## src/rtl/alarm_key_ctrl.sv

```systemverilog
// Keypad-entry controller for the alarm clock: assembles an HH:MM
// entry, validates it and strobes it into the alarm or time register.
module alarm_key_ctrl #(
    parameter int TIMEOUT_SEC = 10
) (
    input  logic       clock,
    input  logic       reset,
    input  logic       one_second,
    input  logic       key_valid,
    input  logic [3:0] key,
    output logic [3:0] new_ms_hr,
    output logic [3:0] new_ls_hr,
    output logic [3:0] new_ms_min,
    output logic [3:0] new_ls_min,
    output logic       load_new_alarm,
    output logic       load_new_time,
    output logic       show_new_time,
    output logic       show_alarm,
    output logic       entry_error
);

    localparam int TW = $clog2(TIMEOUT_SEC + 1);

    typedef enum logic [2:0] {
        SHOW_TIME,
        KEY_ENTRY,
        SHOW_ALARM,
        LOAD_ALARM,
        LOAD_TIME
    } state_t;

    state_t        state, state_nx;
    logic [3:0]    ms_hr_nx, ls_hr_nx, ms_min_nx, ls_min_nx;
    logic [2:0]    cnt, cnt_nx;
    logic [TW-1:0] tmr, tmr_nx;
    logic          err_nx;

    logic is_digit, is_alarm, is_time;
    logic entry_ok, expired;

    assign is_digit = (key <= 4'd9);
    assign is_alarm = (key == 4'hA);
    assign is_time  = (key == 4'hB);

    // 00:00..23:59 only, and only once four digits have been entered
    assign entry_ok = (cnt == 3'd4) && (new_ms_hr <= 4'd2)
                   && ((new_ms_hr < 4'd2) || (new_ls_hr <= 4'd3))
                   && (new_ms_min <= 4'd5);

    // a key in the same cycle as the last tick keeps the view alive
    assign expired = one_second && !key_valid
                  && (tmr == TW'(TIMEOUT_SEC - 1));

    // next-state, buffer, counter and timer decode
    always_comb begin
        state_nx  = state;
        ms_hr_nx  = new_ms_hr;
        ls_hr_nx  = new_ls_hr;
        ms_min_nx = new_ms_min;
        ls_min_nx = new_ls_min;
        cnt_nx    = cnt;
        tmr_nx    = tmr;
        err_nx    = 1'b0;
        case (state)
            SHOW_TIME: begin
                tmr_nx = '0;
                if (key_valid && is_digit) begin
                    ms_hr_nx  = 4'd0;
                    ls_hr_nx  = 4'd0;
                    ms_min_nx = 4'd0;
                    ls_min_nx = key;
                    cnt_nx    = 3'd1;
                    state_nx  = KEY_ENTRY;
                end else if (key_valid && is_alarm) begin
                    state_nx = SHOW_ALARM;
                end
            end
            KEY_ENTRY: begin
                if (key_valid) begin
                    tmr_nx = '0;
                    if (is_digit) begin
                        ms_hr_nx  = new_ls_hr;
                        ls_hr_nx  = new_ms_min;
                        ms_min_nx = new_ls_min;
                        ls_min_nx = key;
                        cnt_nx    = (cnt == 3'd4) ? 3'd4 : cnt + 3'd1;
                    end else if (is_alarm || is_time) begin
                        if (entry_ok)
                            state_nx = is_alarm ? LOAD_ALARM : LOAD_TIME;
                        else
                            err_nx = 1'b1;
                    end
                end else if (expired) begin
                    state_nx  = SHOW_TIME;
                    ms_hr_nx  = 4'd0;
                    ls_hr_nx  = 4'd0;
                    ms_min_nx = 4'd0;
                    ls_min_nx = 4'd0;
                    cnt_nx    = 3'd0;
                    tmr_nx    = '0;
                end else if (one_second) begin
                    tmr_nx = tmr + TW'(1);
                end
            end
            SHOW_ALARM: begin
                if (key_valid) begin
                    state_nx = SHOW_TIME;
                    tmr_nx   = '0;
                end else if (expired) begin
                    state_nx = SHOW_TIME;
                    tmr_nx   = '0;
                end else if (one_second) begin
                    tmr_nx = tmr + TW'(1);
                end
            end
            LOAD_ALARM, LOAD_TIME: begin
                state_nx = SHOW_TIME;
                tmr_nx   = '0;
            end
            default: begin
                state_nx = SHOW_TIME;
                tmr_nx   = '0;
            end
        endcase
    end

    // state, datapath and registered Moore outputs
    always_ff @(posedge clock or negedge reset) begin
        if (!reset) begin
            state          <= SHOW_TIME;
            new_ms_hr      <= 4'd0;
            new_ls_hr      <= 4'd0;
            new_ms_min     <= 4'd0;
            new_ls_min     <= 4'd0;
            cnt            <= 3'd0;
            tmr            <= '0;
            entry_error    <= 1'b0;
            load_new_alarm <= 1'b0;
            load_new_time  <= 1'b0;
            show_new_time  <= 1'b0;
            show_alarm     <= 1'b0;
        end else begin
            state          <= state_nx;
            new_ms_hr      <= ms_hr_nx;
            new_ls_hr      <= ls_hr_nx;
            new_ms_min     <= ms_min_nx;
            new_ls_min     <= ls_min_nx;
            cnt            <= cnt_nx;
            tmr            <= tmr_nx;
            entry_error    <= err_nx;
            load_new_alarm <= (state_nx == LOAD_ALARM);
            load_new_time  <= (state_nx == LOAD_TIME);
            show_new_time  <= (state_nx == KEY_ENTRY);
            show_alarm     <= (state_nx == SHOW_ALARM);
        end
    end

endmodule
```

## config.mk

```make
export PLATFORM = sky130hd
export DESIGN_NAME = alarm_key_ctrl
export DESIGN_NICKNAME = d
export VERILOG_FILES = /design/src/rtl/alarm_key_ctrl.sv
export SDC_FILE = /design/constraint.sdc
export NUM_CORES = 1
export LEC_CHECK = 0
export ABC_AREA = 1
export CAP_MARGIN = 10
export CORE_MARGIN = 2
export CORE_UTILIZATION = 50
export CTS_CLUSTER_DIAMETER = 60
export DETAILED_ROUTE_END_ITERATION = 10
export PLACE_DENSITY = 0.76
export SLEW_MARGIN = 10
export SYNTH_ARGS = -nofsm -noshare
export SYNTH_HDL_FRONTEND = slang
export SYNTH_SLANG_ARGS = --single-unit
```

## constraint.sdc

```tcl
create_clock -name clock -period 1.7 [get_ports clock]
set_input_delay 0.51 -clock clock [delete_from_list [all_inputs] [get_ports clock]]
set_output_delay 0.51 -clock clock [all_outputs]
set_load 0.02 [all_outputs]
```

==> results.md <==
* Synth Instances at ~180
* Grt total ovfl at 0
* Cell area after synthesis at between 1500 and 2000 um2
* Die extent in y at 59.64 um
* Sum Neg Setup Slack at 0 ns
* GRT met1 Usage at about 26%
* Min cycle time layout at 1.699 ns
* GPL Wtd Cong at 1.023
* PwrDens at 789.6 nW/um2
* Critical path class: reg2reg
* Max-slew violation count at 0
* Most frequent cells in the layout: nand2_1 (61), dfrtp_1 (31), buf_4 (23)
* First-pass GRT wire length at roughly 5.7 mm
* GRT busiest layer: met2
* Hold slack final at between 0.5 and 0.6 ns
* Drt wl/cell at approximately 15 um
* Crit-path max FO at 3
* Hold Path Class: reg2reg
* Total CTS buffers at 5
* Final Hold Violating Endpoints at 0
* Synth top area cells: dfrtp_1 (50%), nand2_1 (15%), o21ai_2 (6.8%), inv_1 (4.1%), ha_1 (3.2%)
* Largest net degree at the start of global routing at 32
* Share of layout cells above drive strength 1 at a little over a quarter
* Final Cycle Share at between 90 and 100%
* GRT Total Usage at between 20% and 30%
* CP endpoint kind: flop
* CP startpoint kind: flop
* Max-cap viol count at 0
* Multi-input logic area at around 700 um2
* Critical Path AT at about 1.9 ns
* Synth area leader: dfrtp_1
* Pre-CTS setup slack at -0.3686 ns
* Vias in the first global route at around 1,300
* Total number of vias at between 1,000 and 1,500
* DR pass1 iterations at 5
* Initial core utilization at 51.54%
* Via/cell ratio at 5.461
* Synth top area share at 50.12%
* CTS tree: built
* PnR worst setup slack at between 0.0007 and 0.0008 ns
* Core ar. at about 3000 um2
* CTS max path bufs at 2
* #FFs+latches synth at 31
* Sequential element share of the synthesized area at ~50%
* Starting DRC count in detailed routing at roughly 100
* Clk sinks at 31
* Reg clk slew, reported paths at approximately 0.090 ns
* Met3 GRT Util at 5.459%
* Max H-tree Level at 2
* WP data required at 1.92 ns
* Register area at between 700 and 800 um2
* Nets at between 200 and 250
* Leak at roughly 1.2 nW
* Status: finished, final reports clean
* Slew headroom at approximately three quarters
* Max Clk Rate at a little under 600 MHz
* Worst Skew at between 0.005 and 0.006 ns
* Setup violators final at 0
* Dpl hpwl at around 2.6 mm
* Initial antenna violation count at 0
* Die width at approximately 60 um
* Most common cell after layout, fill and taps aside: nand2_1
* Detailed Route WL at approximately 4.0 mm
* Routed Antenna Nets at 0
* Synthesized Nets at 190
* Distinct cells, synth at 26
* P&R area growth vs syn at 42.85%
* Number of port buffers at 28
* CTS Root Cell: clkbuf_4
* Io pins at 29
* ANT cells at 0
* CTS Hold Bufs at 0
* VDD IR max at slightly below 0.0004 V
* FILL cells at around 210
* Die Footprint at between 3000 and 4000 um2
* Row count at 20
* Syn. warnings at 0
* Post-route DRC at 0
* Met2 usage at a little under two fifths
* Slew at the pin closest to its max-slew limit at between 0.3 and 0.4 ns
* Clock latency on the worst-skew pair at about 0.33 ns
* Avg Cell Area, Syn at 8.695 um2
-- through the flow --
step	total power [mW]	area [um2]	util [%]	instances
floorplan	1.041	1548	-	178
global placement	1.193	1996	66.46	253
detailed placement	1.205	1996	66.46	253
CTS	1.665	2042	68.00	261
global route	1.831	2211	73.63	271
finish	1.746	2211	73.63	271
-- registers in the layout (all words and copies together) (netlist names), 3 cells and up --
register,cells
new_ms_min,4
cnt,3
new_ls_min,4
new_ms_hr,4
new_ls_hr,4
tmr,4
state,3
-- cell usage after synthesis --
cell	count
o21ai_1	4
nand3_1	6
ha_1	4
o22ai_1	1
clkbuf_2	1
buf_6	1
inv_2	2
a21oi_1	1
inv_1	17
nor2_4	1
or2_2	2
o211ai_2	1
nand2_1	63
a211oi_1	2
a31oi_1	1
o21ai_0	9
nand3b_1	1
buf_8	2
xor2_1	2
nand4_1	1
nor3_1	2
buf_4	1
o21ai_2	12
dfrtp_1	31
nor2_1	9
nor3_4	1
-- where the power goes --
| group | leakage, nW | internal [mW] | total [mW] | switching (mW) |
|---|---|---|---|---|
| Combinational | 0.728 | 0.209 | 0.443 | 0.234 |
| Sequential | 0.423 | 0.781 | 0.817 | 0.0357 |
| Clock | 0.0386 | 0.243 | 0.486 | 0.243 |
| Total | 1.19 | 1.23 | 1.75 | 0.512 |
-- final cells by class --
type                            count  area share (%)
Clock buffer                        8           3.113
Inverter                           19           3.226
Multi-Input combinational cell    123           31.58
Sequential cell                    31           35.09
Tap cell                           33           1.868
Timing Repair Buffer               57           25.13
-- logic make-up (layout without fill, tap and decap cells) --
kind of cell    after synthesis  count (layout)  share of synthesized area [%]
flops                        31              31                          50.12
compound gates               31              31                          13.90
buf+inv                      24              84                          8.084
xor+xnor                      2               2                          1.132
simple gates                 86              86                          23.53
fa+ha+maj                     4               4                          3.234
-- worst paths after layout --
path / cells past startpoint / slack, ns / to / start
setup reg to reg: 13 / 0.0007 / state[0] / cnt[0]
hold / removal: 2 / 0.51 / new_ls_min[3] / new_ls_min[3]
hold reg to reg: 2 / 0.51 / new_ls_min[3] / new_ls_min[3]
max in group asynchronous: 2 / 0.84 / cnt[1] / reset
min in group asynchronous: 2 / 0.57 / new_ls_min[3] / reset
setup / recovery: 13 / 0.0007 / state[0] / cnt[0]
-- what timing repair did --
item,in CTS,in global routing
pin swaps,0,5
endpoints found under the setup margin,22,12
setup buffers,0,7
cloned,0,3
resized for setup,22,17
-- critical path, cell delays in order (launching register included) --
cell and delay, ns:
dfrtp_1 0.41, inv_1 0.09, ha_1 0.15, nand2_1 0.10, inv_1 0.10, nand2_1 0.10, nor2_4 0.14, nand3_2 0.11
nand2_1 0.08, nand2_1 0.05, nand2_1 0.06, nand2_1 0.06, nand2_1 0.10, inv_1 0.05
-- metal layers --
metal / up-vias / share of wire (%) / wire length, um
li1: 687 / - / -
met1: 713 / 38 / 1522
met2: 63 / 54 / 2138
met3: 17 / 4.8 / 189
met4: 0 / 2.9 / 117
met5: - / 0 / 0
Note: power is estimated with default switching activity, not from simulation.
